==> src/rtl/neo_frame_loader.sv <==
// Shadow frame buffer with commit-time snapshot. Feeds the active frame to the NeoPixel
// strand controller one colour component at a time, then sends, drains and waits out the latch.
`timescale 1ns/1ps
module neo_frame_loader #(
    parameter int NUM_PIXELS = 5
) (
    input  logic        clock,
    input  logic        reset,
    input  logic        wr_en,
    input  logic [2:0]  wr_pixel,
    input  logic [23:0] wr_grb,
    input  logic        commit,
    output logic        busy,
    output logic        pending,
    output logic        frame_done,
    output logic        load_color,
    output logic [1:0]  color_index,
    output logic [2:0]  pixel_index,
    output logic [7:0]  color_level,
    output logic        send_it,
    input  logic        ready_to_load,
    input  logic        ready_to_send
);
    typedef enum logic [2:0] {IDLE, LOAD, SEND, DRAIN, LATCH} state_t;
    localparam logic [2:0] LAST_PIX = 3'(NUM_PIXELS - 1);

    state_t      state_q, state_d;
    logic [23:0] shadow_q [NUM_PIXELS];
    logic [23:0] shadow_d [NUM_PIXELS];
    logic [23:0] active_q [NUM_PIXELS];
    logic [23:0] active_d [NUM_PIXELS];
    logic [2:0]  pix_q, pix_d;
    logic [1:0]  comp_q, comp_d;
    logic        pending_q, pending_d;
    logic        busy_q, busy_d;
    logic        frame_done_q, frame_done_d;
    logic        load_color_q, load_color_d;
    logic        send_it_q, send_it_d;
    logic [1:0]  color_index_q, color_index_d;
    logic [2:0]  pixel_index_q, pixel_index_d;
    logic [7:0]  color_level_q, color_level_d;

    // Component order on the wire is R, B, G.
    function automatic logic [7:0] component(input logic [23:0] grb, input logic [1:0] comp);
        case (comp)
            2'd0:    component = grb[15:8];
            2'd1:    component = grb[7:0];
            default: component = grb[23:16];
        endcase
    endfunction

    always_comb begin
        shadow_d = shadow_q;
        for (int i = 0; i < NUM_PIXELS; i++) begin
            if (wr_en && wr_pixel == 3'(i)) shadow_d[i] = wr_grb;
        end

        state_d       = state_q;
        active_d      = active_q;
        pix_d         = pix_q;
        comp_d        = comp_q;
        pending_d     = pending_q;
        frame_done_d  = 1'b0;
        load_color_d  = 1'b0;
        send_it_d     = 1'b0;
        color_index_d = 2'd0;
        pixel_index_d = 3'd0;
        color_level_d = 8'd0;

        if (commit && state_q != IDLE) pending_d = 1'b1;

        // Snapshots take shadow_d so a same-cycle write is included.
        case (state_q)
            IDLE: begin
                if (commit) begin
                    active_d = shadow_d;
                    pix_d    = 3'd0;
                    comp_d   = 2'd0;
                    state_d  = LOAD;
                end
            end
            LOAD: begin
                if (ready_to_load) begin
                    load_color_d  = 1'b1;
                    pixel_index_d = pix_q;
                    color_index_d = comp_q;
                    color_level_d = component(active_q[pix_q], comp_q);
                    if (comp_q == 2'd2) begin
                        comp_d = 2'd0;
                        if (pix_q == LAST_PIX) state_d = SEND;
                        else                   pix_d = pix_q + 3'd1;
                    end else begin
                        comp_d = comp_q + 2'd1;
                    end
                end
            end
            SEND: begin
                if (ready_to_send) begin
                    send_it_d = 1'b1;
                    state_d   = DRAIN;
                end
            end
            DRAIN: begin
                if (!ready_to_send) state_d = LATCH;
            end
            LATCH: begin
                if (ready_to_send) begin
                    frame_done_d = 1'b1;
                    if (pending_q || commit) begin
                        pending_d = 1'b0;
                        active_d  = shadow_d;
                        pix_d     = 3'd0;
                        comp_d    = 2'd0;
                        state_d   = LOAD;
                    end else begin
                        state_d = IDLE;
                    end
                end
            end
            default: state_d = IDLE;
        endcase

        busy_d = (state_d != IDLE);
    end

    always_ff @(posedge clock) begin
        if (reset) begin
            state_q       <= IDLE;
            pix_q         <= 3'd0;
            comp_q        <= 2'd0;
            pending_q     <= 1'b0;
            busy_q        <= 1'b0;
            frame_done_q  <= 1'b0;
            load_color_q  <= 1'b0;
            send_it_q     <= 1'b0;
            color_index_q <= 2'd0;
            pixel_index_q <= 3'd0;
            color_level_q <= 8'd0;
            for (int i = 0; i < NUM_PIXELS; i++) shadow_q[i] <= 24'd0;
        end else begin
            state_q       <= state_d;
            pix_q         <= pix_d;
            comp_q        <= comp_d;
            pending_q     <= pending_d;
            busy_q        <= busy_d;
            frame_done_q  <= frame_done_d;
            load_color_q  <= load_color_d;
            send_it_q     <= send_it_d;
            color_index_q <= color_index_d;
            pixel_index_q <= pixel_index_d;
            color_level_q <= color_level_d;
            shadow_q      <= shadow_d;
        end
    end

    // The active frame is only read after a snapshot, so it needs no reset.
    always_ff @(posedge clock) begin
        active_q <= active_d;
    end

    assign busy        = busy_q;
    assign pending     = pending_q;
    assign frame_done  = frame_done_q;
    assign load_color  = load_color_q;
    assign send_it     = send_it_q;
    assign color_index = color_index_q;
    assign pixel_index = pixel_index_q;
    assign color_level = color_level_q;
endmodule

==> config.mk <==
export PLATFORM = sky130hd
export DESIGN_NAME = neo_frame_loader
export DESIGN_NICKNAME = d
export VERILOG_FILES = /design/src/rtl/neo_frame_loader.sv
export SDC_FILE = /design/constraint.sdc
export NUM_CORES = 1
export LEC_CHECK = 0
export BUFFER_PORTS_ARGS = -buffer_cell sky130_fd_sc_hd__clkbuf_2
export CAP_MARGIN = 10
export CORE_ASPECT_RATIO = 0.6
export CORE_MARGIN = 8
export CORE_UTILIZATION = 60
export DETAILED_ROUTE_END_ITERATION = 7
export GPL_TIMING_DRIVEN = 0
export PLACE_DENSITY_LB_ADDON = 0.1
export SYNTH_ARGS = -nofsm -noshare
export SYNTH_HDL_FRONTEND = slang
export SYNTH_SLANG_ARGS = --single-unit
export TNS_END_PERCENT = 10
==> constraint.sdc <==
create_clock -name clock -period 36.2 [get_ports clock]
set_input_delay 3.62 -clock clock [delete_from_list [all_inputs] [get_ports clock]]
set_output_delay 3.62 -clock clock [all_outputs]
set_load 0.02 [all_outputs]
# Word-level counts from Yosys, hierarchy flattened
# Cells that the tools add are included.
op_classes:
  addsub: 2
  order_cmp: 1
  n_eq_ne: 17
  mux: 41
  n_bitwise: 5
  n_reduce_logical: 21
op_table:
  columns: ["op", "count"]
  rows:
  - ["2-to-1 mux 120 bit", 3]
  - ["case mux 120 bit (2 select lines)", 1]
  - ["2-to-1 mux 24 bit", 7]
  - ["binary-select mux 24 bit (select 3 bit)", 1]
  - ["2-to-1 mux 3 bit", 13]
  - ["case mux 8 bit (2 select lines)", 1]
  - ["case mux 3 bit (5 select lines)", 1]
  - ["equality test 3 x 2 -> 1 bit, second input constant", 4]
  - ["inequality test 2 bit, second input constant", 6]
  - ["2-to-1 mux 2 bit", 5]
  - ["equality test 3 bit, second input constant", 3]
  - ["case mux 3 bit (3 select lines)", 1]
  - ["nonzero test 3 bit", 3]
  - ["2-to-1 mux 1 bit", 7]
  - ["AND reduction 7 bit", 1]
  - ["equality test 3 x 1 -> 1 bit, second input constant", 2]
  - ["logical AND 1 bit", 6]
  - ["zero test 3 bit", 2]
  - ["case mux 2 bit (3 select lines)", 1]
  - ["OR reduction 2 bit", 3]
  - ["AND reduction 5 bit", 1]
  - ["greater-or-equal comparator 4 bit, second input constant", 1]
  - ["inverter 1 bit", 4]
  - ["inverter 3 -> 4 bit", 1]
  - ["other kinds (9)", 9]
totals:
  register_bits: 266
  wordCells: 108

# Logic depth before layout (Yosys ltp)
# Gate-level depths: netlist (run 1).
logic_depth:
  ltp_word: 6
  depth_mapped: 8
  mapped_depth_nobuf: 6

# Worst setup path after synthesis (run 1)
# Ideal clock, no wire load.
synth_timing:
  path_type: "input -> register"
  from: "in ready_to_send"
  to: "reg pix_q[2]"
  setup_ns: 0.147
  arrival_time_ns: 24.251
  setup_slack_ns: 11.802
  cell_stages: 5
  path_buffers: 1
  path_cell_list: "buf_4 inv_1 a2111oi_0 or3b_2 mux2i_1"
synth_via:
  elab_chain_len: 2
synth_lines:
  columns: ["element", "line_no", "text"]
  rows:
  - ["start, declared", "22", "input logic ready_to_send"]
  - ["inequality test 2 bit (no line)", null, null]
  - ["AND reduction 7 bit (no line)", null, null]
  - ["end signal, assigned", "142", "pix_q <= pix_d;"]
  - ["end, declared", "32", "logic [2:0] pix_q, pix_d;"]
# No other way between the ends.
# A chain may end at the register's enable or synchronous reset.

# Final worst setup path (run 1)
layout_timing:
  from: "in commit"
  to: "reg active_q[82] (netlist name), enable pin"
layout_via:
  elab_chain_len: 3
  word_cells_on_any_way: 4
layout_lines:
  columns: ["element", "line_no", "text"]
  rows:
  - ["start, declared", "12", "input logic commit,"]
  - ["logical OR 1 bit", "109", "if (pending_q || commit) begin"]
  - ["inequality test 2 bit (no line)", null, null]
  - ["AND reduction 4 bit (no line) *", null, null]
  - ["end signal, assigned", "158", "active_q <= active_d;"]
  - ["end, declared", "30", "logic [23:0] active_q [NUM_PIXELS];"]
# Every way passes the cells marked *; elsewhere a longest branch is shown, timed or not.

==> results of run 1 <==
==> cells in the mapped netlist, types with 3 or more instances <==
master and count:
sky130_fd_sc_hd__o31ai_1 4, sky130_fd_sc_hd__nand2_1 5, sky130_fd_sc_hd__mux2_1 3, sky130_fd_sc_hd__and2_1 5, sky130_fd_sc_hd__or3_1 3, sky130_fd_sc_hd__buf_2 11, sky130_fd_sc_hd__nor3b_1 9, sky130_fd_sc_hd__mux4_2 8
sky130_fd_sc_hd__a211oi_1 11, sky130_fd_sc_hd__dfxtp_1 146, sky130_fd_sc_hd__nor2_1 12, sky130_fd_sc_hd__buf_4 8, sky130_fd_sc_hd__inv_1 5, sky130_fd_sc_hd__o21ai_0 9, sky130_fd_sc_hd__nand4_1 3, sky130_fd_sc_hd__mux2_2 117
sky130_fd_sc_hd__edfxtp_1 120, sky130_fd_sc_hd__mux2i_1 41, sky130_fd_sc_hd__clkbuf_1 27, sky130_fd_sc_hd__nor2b_1 124, sky130_fd_sc_hd__a21oi_1 15, sky130_fd_sc_hd__o22ai_1 17
==> layout by cell type (no fill, tap or decap), types with 5 or more instances in the layout <==
cell	n
sky130_fd_sc_hd__mux4_2	8
sky130_fd_sc_hd__a21oi_1	15
sky130_fd_sc_hd__nor3b_1	9
sky130_fd_sc_hd__clkbuf_8	5
sky130_fd_sc_hd__and2_1	5
sky130_fd_sc_hd__o21ai_0	9
sky130_fd_sc_hd__a211oi_1	11
sky130_fd_sc_hd__dfxtp_1	146
sky130_fd_sc_hd__mux2_2	117
sky130_fd_sc_hd__inv_1	5
sky130_fd_sc_hd__clkbuf_2	49
sky130_fd_sc_hd__clkbuf_1	33
sky130_fd_sc_hd__mux2i_1	41
sky130_fd_sc_hd__nand2_1	5
sky130_fd_sc_hd__nor2_1	12
sky130_fd_sc_hd__o22ai_1	17
sky130_fd_sc_hd__nor2b_1	124
sky130_fd_sc_hd__buf_2	20
sky130_fd_sc_hd__edfxtp_1	120
sky130_fd_sc_hd__buf_4	17
sky130_fd_sc_hd__clkbuf_16	26
==> final cells by class <==
| type | instances | area (um^2) | area share |
|---|---|---|---|
| clock buffers | 37 | 742 | 0.0629 |
| well taps | 234 | 293 | 0.0248 |
| multi-input cells | 421 | 3580 | 0.303 |
| plain buffers | 48 | 231 | 0.0196 |
| inverters | 5 | 18.8 | 0.00159 |
| clock inverters | 7 | 57.6 | 0.00488 |
| repair buffers | 67 | 358 | 0.0303 |
| flip-flops and latches | 266 | 6530 | 0.553 |
==> path summary, 6_finish.rpt <==
check | end | slack [ns] | start | cells after the start
max reg2reg | active_q[82] | 33.03 | state_q[2] | 10
min reg2reg | active_q[111] | 0.54 | shadow_q[111] | 1
min | active_q[111] | 0.54 | shadow_q[111] | 1
max | active_q[82] | 30.23 | commit | 10
==> sequential cells by signal, summed over array words and instances, names as in the netlist, 2 cells and up <==
| name | count |
|---|---|
| color_index | 2 |
| shadow_q | 120 |
| pix_q | 3 |
| color_level | 8 |
| pixel_index | 3 |
| state_q | 3 |
| active_q | 120 |
| comp_q | 2 |
==> through the flow <==
stage / area, um^2 / setup WS, ns / util / std cells / hold slack, ns
global placement: 10900 / 2.58 / 0.641 / 1023 / 0.512
floorplan: 10300 / 11.80 / - / 740 / 0.503
finish: 11800 / 30.23 / 0.695 / 1085 / 0.538
detailed placement: 11000 / 29.76 / 0.648 / 1041 / 0.520
global route: 11800 / 30.04 / 0.695 / 1085 / 0.553
CTS: 11800 / 30.23 / 0.695 / 1085 / 0.538
==> logic make-up after synthesis <==
kind of cell / share of synthesized area
AND/OR/NAND/NOR: 0.115
buffers and inverters: 0.0242
adder cells (fa/ha/maj): 0.00242
flip-flops: 0.631
multiplexers: 0.188
AO/OA/AOI/OAI: 0.0403
==> critical path, delay by kind of cell <==
family,cells,cell delay (ns)
buffers and inverters,8,1.83
AO/OA/AOI/OAI,2,0.73
==> power by group through the flow <==
stage	Sequential (mW)	Combinational (mW)	Clock [mW]
2_1_floorplan	0.343	0.0251	0
3_3_place_gp	0.346	0.0391	0
3_5_place_dp	0.338	0.0424	0
4_1_cts	0.331	0.0428	0.257
5_1_grt	0.332	0.0459	0.269
6_report	0.331	0.0431	0.255
==> per-layer routing <==
layer / GRT usage / up-vias
met5: 0 / -
met4: 0.0489 / 0
met3: 0.0438 / 40
met2: 0.343 / 264
met1: 0.315 / 3116
li1: - / 2868
==> run summary, run 1 <==
* total chip power: 0.630 mW
* Min Clock Period, post-route: 5.97 ns
* number of iterations in the first detailed-routing pass: 5
* hold buffers post-CTS: 0
* routed length on met1: 10.9 mm
* internal power: 0.493 mW
* H-Tree Level Count: 1
* maximum number of pins on one net before global-route repair: 17
* first-pass GRT wire length: 36.8 mm
* share of flip-flops with an asynchronous set or reset after synthesis: 0
* Area Growth Syn to Fin: 14.1%
* TritonCTS buffer count: 24
* Synth Flop Type: sky130_fd_sc_hd__dfxtp_1
* placeable core region: 17000 um^2
* count of endpoints failing hold in the final timing report: 0
* total via count in the routed design: 6288
* root cell of the clock tree: sky130_fd_sc_hd__clkbuf_16
* Mapped Avg Cell Area: 14.0 um^2
* final-stage net count: 868
* number of remaining DRC errors: 0
* maximum buffer depth of the clock tree: 3
* initial antenna violation count: 0
* FF+latch count, synth: 266
* Starting Density: 0.609
* final sum of negative setup slack: 0 ns
* wire length per cell: 22.3 um
* Synth top area share: 0.348
* kind of critical path: in2reg
* Netlist Area Pre-Place: 10300 um^2
* number of gates resized after cts: 0
* Final Routed Wirelength: 24.2 mm
* input/output buffers: 49
* GRT Util Overall: 0.220
* slew at the pin closest to its max-slew limit: 1.22 ns
* number of buffers inserted to repair setup after CTS: 0
* DRT iter0 DRCs: 573
* cell accounting for the most synthesized area: sky130_fd_sc_hd__edfxtp_1
* Fmax: 168 MHz
* Critical-path top delay cell: sky130_fd_sc_hd__a2111oi_2
* part of the total power dissipated in sequential elements: 0.526
* routed wire length on met2: 11.0 mm
* power per standard cell area: 53.3 nW/um^2
* share of power burned in combinational logic: 0.068
* number of enable flip-flop cells after synthesis: 120
* weighted congestion at the end of routability-driven global placement: 0.888
* Setup violations, final: 0
* clock-pin slew on the worst setup and hold paths: 0.06 ns
* post-synthesis cell count: 740
* number of global-route vias before repair: 6413
* critical path fanouts, max: 9
* worst slew slack as a fraction of its limit: 0.182
* fraction of power consumed by the clock network: 0.406
* data required time of the worst path: 36.43 ns
* post-detailed-placement half-perimeter wirelength: 16.5 mm
* antenna cells: 0
* setup repair after global routing missed its margin: false
* worst path cell trace: clkbuf_2, a21oi_1, a2111oi_2, buf_2, buf_2, buf_4, buf_4, buf_2, buf_2, buf_4
* clk_lat worst skew: 0.52 ns
* top cells by area in the synthesized netlist: sky130_fd_sc_hd__edfxtp_1 35%, sky130_fd_sc_hd__dfxtp_1 28%, sky130_fd_sc_hd__mux2_2 13%, sky130_fd_sc_hd__nor2b_1 7.5%, sky130_fd_sc_hd__mux2i_1 4.0%
* count of standard-cell rows: 37
* Worst Clk Skew: 0.0174 ns
* switching power of the nets: 0.137 mW
* fraction of layout cells with a size suffix above 1: 0.301
* Yosys warning total: 0
* share of the clock period used by the worst path after layout: 0.165
* count of pins over their slew limit: 0
* Sw Share: 0.218
* number of I/O pins: 51
* share of synthesized area occupied by flip-flops and latches: 0.631
* Arr. time, crit path: 6.19 ns
* DR vias/cell: 5.80
* leakage power total: 4.52 nW
* met3 routed wirelength: 1.90 mm
* critical path startpoint category: input pin
* final global-route overflow total: 0
* TritonCTS clock tree: yes
* Antenna Violating Nets Remaining: 0
* highest routed layer: met4
* floorplan die area: 21800 um^2
* status: finished clean
* min-delay worst type: reg2reg
* floorplan die height: 118 um
* unique cell type count in the Yosys netlist: 51
* x dimension of the die: 186 um
* largest stage delay on the critical path: 0.64 ns
* dominant cell type by count on the critical path: sky130_fd_sc_hd__buf_2
* # clock sinks: 266
* max_cap viols: 0
* maximum resistive drop on vdd: 0.0362 mV
* crit path capture type: flip-flop
* net count after synthesis: 775
* Filler Cells Inserted: 1209
No activity file was read; power rests on OpenSTA's default activity.
==> inputs of run 2 (changes only) <==
CORE_UTILIZATION = 55   (was 60)
clock period = 5.44 ns   (was 36.2 ns; I/O delays follow)
==> run 2 against run 1 <==
Hold slack got worse by 0.25 ns; total power increased to 6.6 times the previous value; register-to-register slack got worse by 30 ns; sequential power increased to 6.6 times the previous value; setup slack got worse by 28 ns; first-iteration DRC count increased by 0.70%; routed wire length increased by 1.1%; flip-flop and latch count unchanged; sequential share of layout area decreased by 0.15 points; cell count increased by 0.55%; non-clock buffer count decreased by 7; final area increased by 0.27%; critical path type is now reg2reg; largest power group unchanged.
==> run summary, run 2 (synthesized netlist as in run 1, its figures left out) <==
* initial antenna violation count: 0, unchanged
* core utilization of the finished layout: 0.632, -0.0631
* count of endpoints failing hold in the final timing report: 0, unchanged
* number of buffers inserted to repair setup after CTS: 0, unchanged
* Worst Clk Skew: 0.00895 ns, -0.00840 ns
* largest stage delay on the critical path: 0.52 ns, -0.12 ns
* Antenna Violating Nets Remaining: 0, unchanged
* final sum of negative setup slack: 0 ns, unchanged
* count of standard-cell rows: 39, +5.4%
* instance area after placement: 11000 um^2, +0.36%
* status: finished clean
* critical path startpoint category: flip-flop
* number of gates resized after cts: 0, unchanged
* count of pins over their slew limit: 0, unchanged
* most used cells in the layout excluding fill and tap cells: 146 x sky130_fd_sc_hd__dfxtp_1, 124 x sky130_fd_sc_hd__nor2b_1, 120 x sky130_fd_sc_hd__edfxtp_1
* worst slack on hold paths: 0.286 ns, -0.253 ns
* floorplan die area: 23600 um^2, +8.1%
* post-route non-filler standard cell count: 1091, +0.55%
* placement-stage worst setup slack: 2.76 ns, -26.99 ns
* hold buffers post-CTS: 0, unchanged
* clock-pin slew on the worst setup and hold paths: 0.06 ns, about the same
* kind of critical path: reg2reg
* leakage power total: 4.50 nW, -0.53%
* family with the most delay on the worst path: buffers and inverters
* final global-route overflow total: 0, unchanged
* floorplan die height: 122 um, +3.8%
* commonest non-fill, non-tap cell in the layout: sky130_fd_sc_hd__dfxtp_1
* Fmax: 365 MHz
* crit path capture type: flip-flop
* number of I/O pins: 51, unchanged
* DRT iter0 DRCs: 577, +0.70%
* wire length per cell: 22.4 um, +0.53%
* Arr. time, crit path: 3.19 ns, -3.00 ns
* # clock sinks: 266, unchanged
* maximum number of pins on one net before global-route repair: 16, -1
* TritonCTS buffer count: 25, +4.2%
* Placed Cells incl. Taps: 1046, +0.48%
* placeable core region: 18700 um^2, +10%
* worst path cell trace: buf_2, clkbuf_1, inv_1, ha_1, and2_1, o211a_2, or4_1, a21oi_1
* x dimension of the die: 193 um, +4.1%
* worst path buffer plus inverter count: 3, -5
* antenna cells: 0, unchanged
* max_cap viols: 0, unchanged
* fraction of layout cells with a size suffix above 1: 0.296, -0.00496
* critical path fanouts, max: 10, +1
* Critical-path top delay cell: sky130_fd_sc_hd__clkbuf_1
* worst slew slack as a fraction of its limit: 0.417, +0.235
* input/output buffers: 49, unchanged
* setup repair after global routing missed its margin: false
* maximum resistive drop on vdd: 0.236 mV, +550%
* Min Clock Period, post-route: 2.74 ns
* total via count in the routed design: 6195, -1.5%
* power per standard cell area: 353 nW/um^2, +560%
* root cell of the clock tree: sky130_fd_sc_hd__clkbuf_16
* data required time of the worst path: 5.89 ns, -30.54 ns
* TritonCTS clock tree: yes
* slew at the pin closest to its max-slew limit: 0.875 ns, -0.343 ns
* total stage count of the critical path: 8, -2
* H-Tree Level Count: 1, unchanged
* Setup violations, final: 0, unchanged
* GRT Util Overall: 0.210, -0.0106
* Final Routed Wirelength: 24.5 mm, +1.1%
* Area Growth Syn to Fin: 14.4%
* post-detailed-placement half-perimeter wirelength: 16.7 mm, +1.4%
* final-stage net count: 862, -0.69%
* weighted congestion at the end of routability-driven global placement: 0.805, -9.4%
* Starting Density: 0.552, -0.0568
* DR vias/cell: 5.68, -2.0%
* first-pass GRT wire length: 37.2 mm, +0.96%
* number of global-route vias before repair: 6366, -0.73%
* total chip power: 4.17 mW, +560%
* share of the clock period used by the worst path after layout: 0.504
* number of iterations in the first detailed-routing pass: 5, unchanged
* Worst R2R Path Depth: 8, -2
* fin area: 11800 um^2, +0.27%
* worst path setup slack after routing: 2.70 ns, -27.54 ns
* min-delay worst type: in2reg
* number of cells on the worst hold path: 2, +1
* number of remaining DRC errors: 0, unchanged
* maximum buffer depth of the clock tree: 3, unchanged
* clk_lat worst skew: 0.52 ns, about the same
run 2: changes by cell type in the layout (fill, tap and decap cells not counted), sizes merged:
cell / change
inv: +1
buf: -7
clkinvlp: +1
clkinv: +1
clkbuf: -2
run 2: final timing paths:
path	from	to	slack [ns]
worst max register to register	pix_q[1]	pix_q[1]	2.70
worst max-delay path	pix_q[1]	pix_q[1]	2.70
worst min-delay path	ready_to_send	state_q[2]	0.29
worst min register to register	shadow_q[104]	active_q[104]	0.53
run 2: final cells by class:
cell class | count | area (um^2)
Tap cell | 246 | 308
Clock inverter | 10 | 77.6
Buffer | 48 | 231
Fill cell | 1442 | 6900
Clock buffer | 35 | 713
Sequential cell | 266 | 6530
Inverter | 5 | 18.8
Multi-Input combinational cell | 421 | 3590
Timing Repair Buffer | 60 | 370
run 2: layer usage:
metal,vias to the layer above,routed length (um),global-route usage
met4,0,414,0.0450
met2,229,11000,0.328
met1,3080,11200,0.300
met5,-,0,0
li1,2852,-,-
met3,34,1890,0.0443
run 2: report_power, final:
part | leakage, nW | internal, mW | switching, mW | total, mW
Clock | 0.389 | 0.960 | 0.722 | 1.68
Combinational | 1.73 | 0.116 | 0.171 | 0.288
Sequential | 2.38 | 2.18 | 0.0244 | 2.20
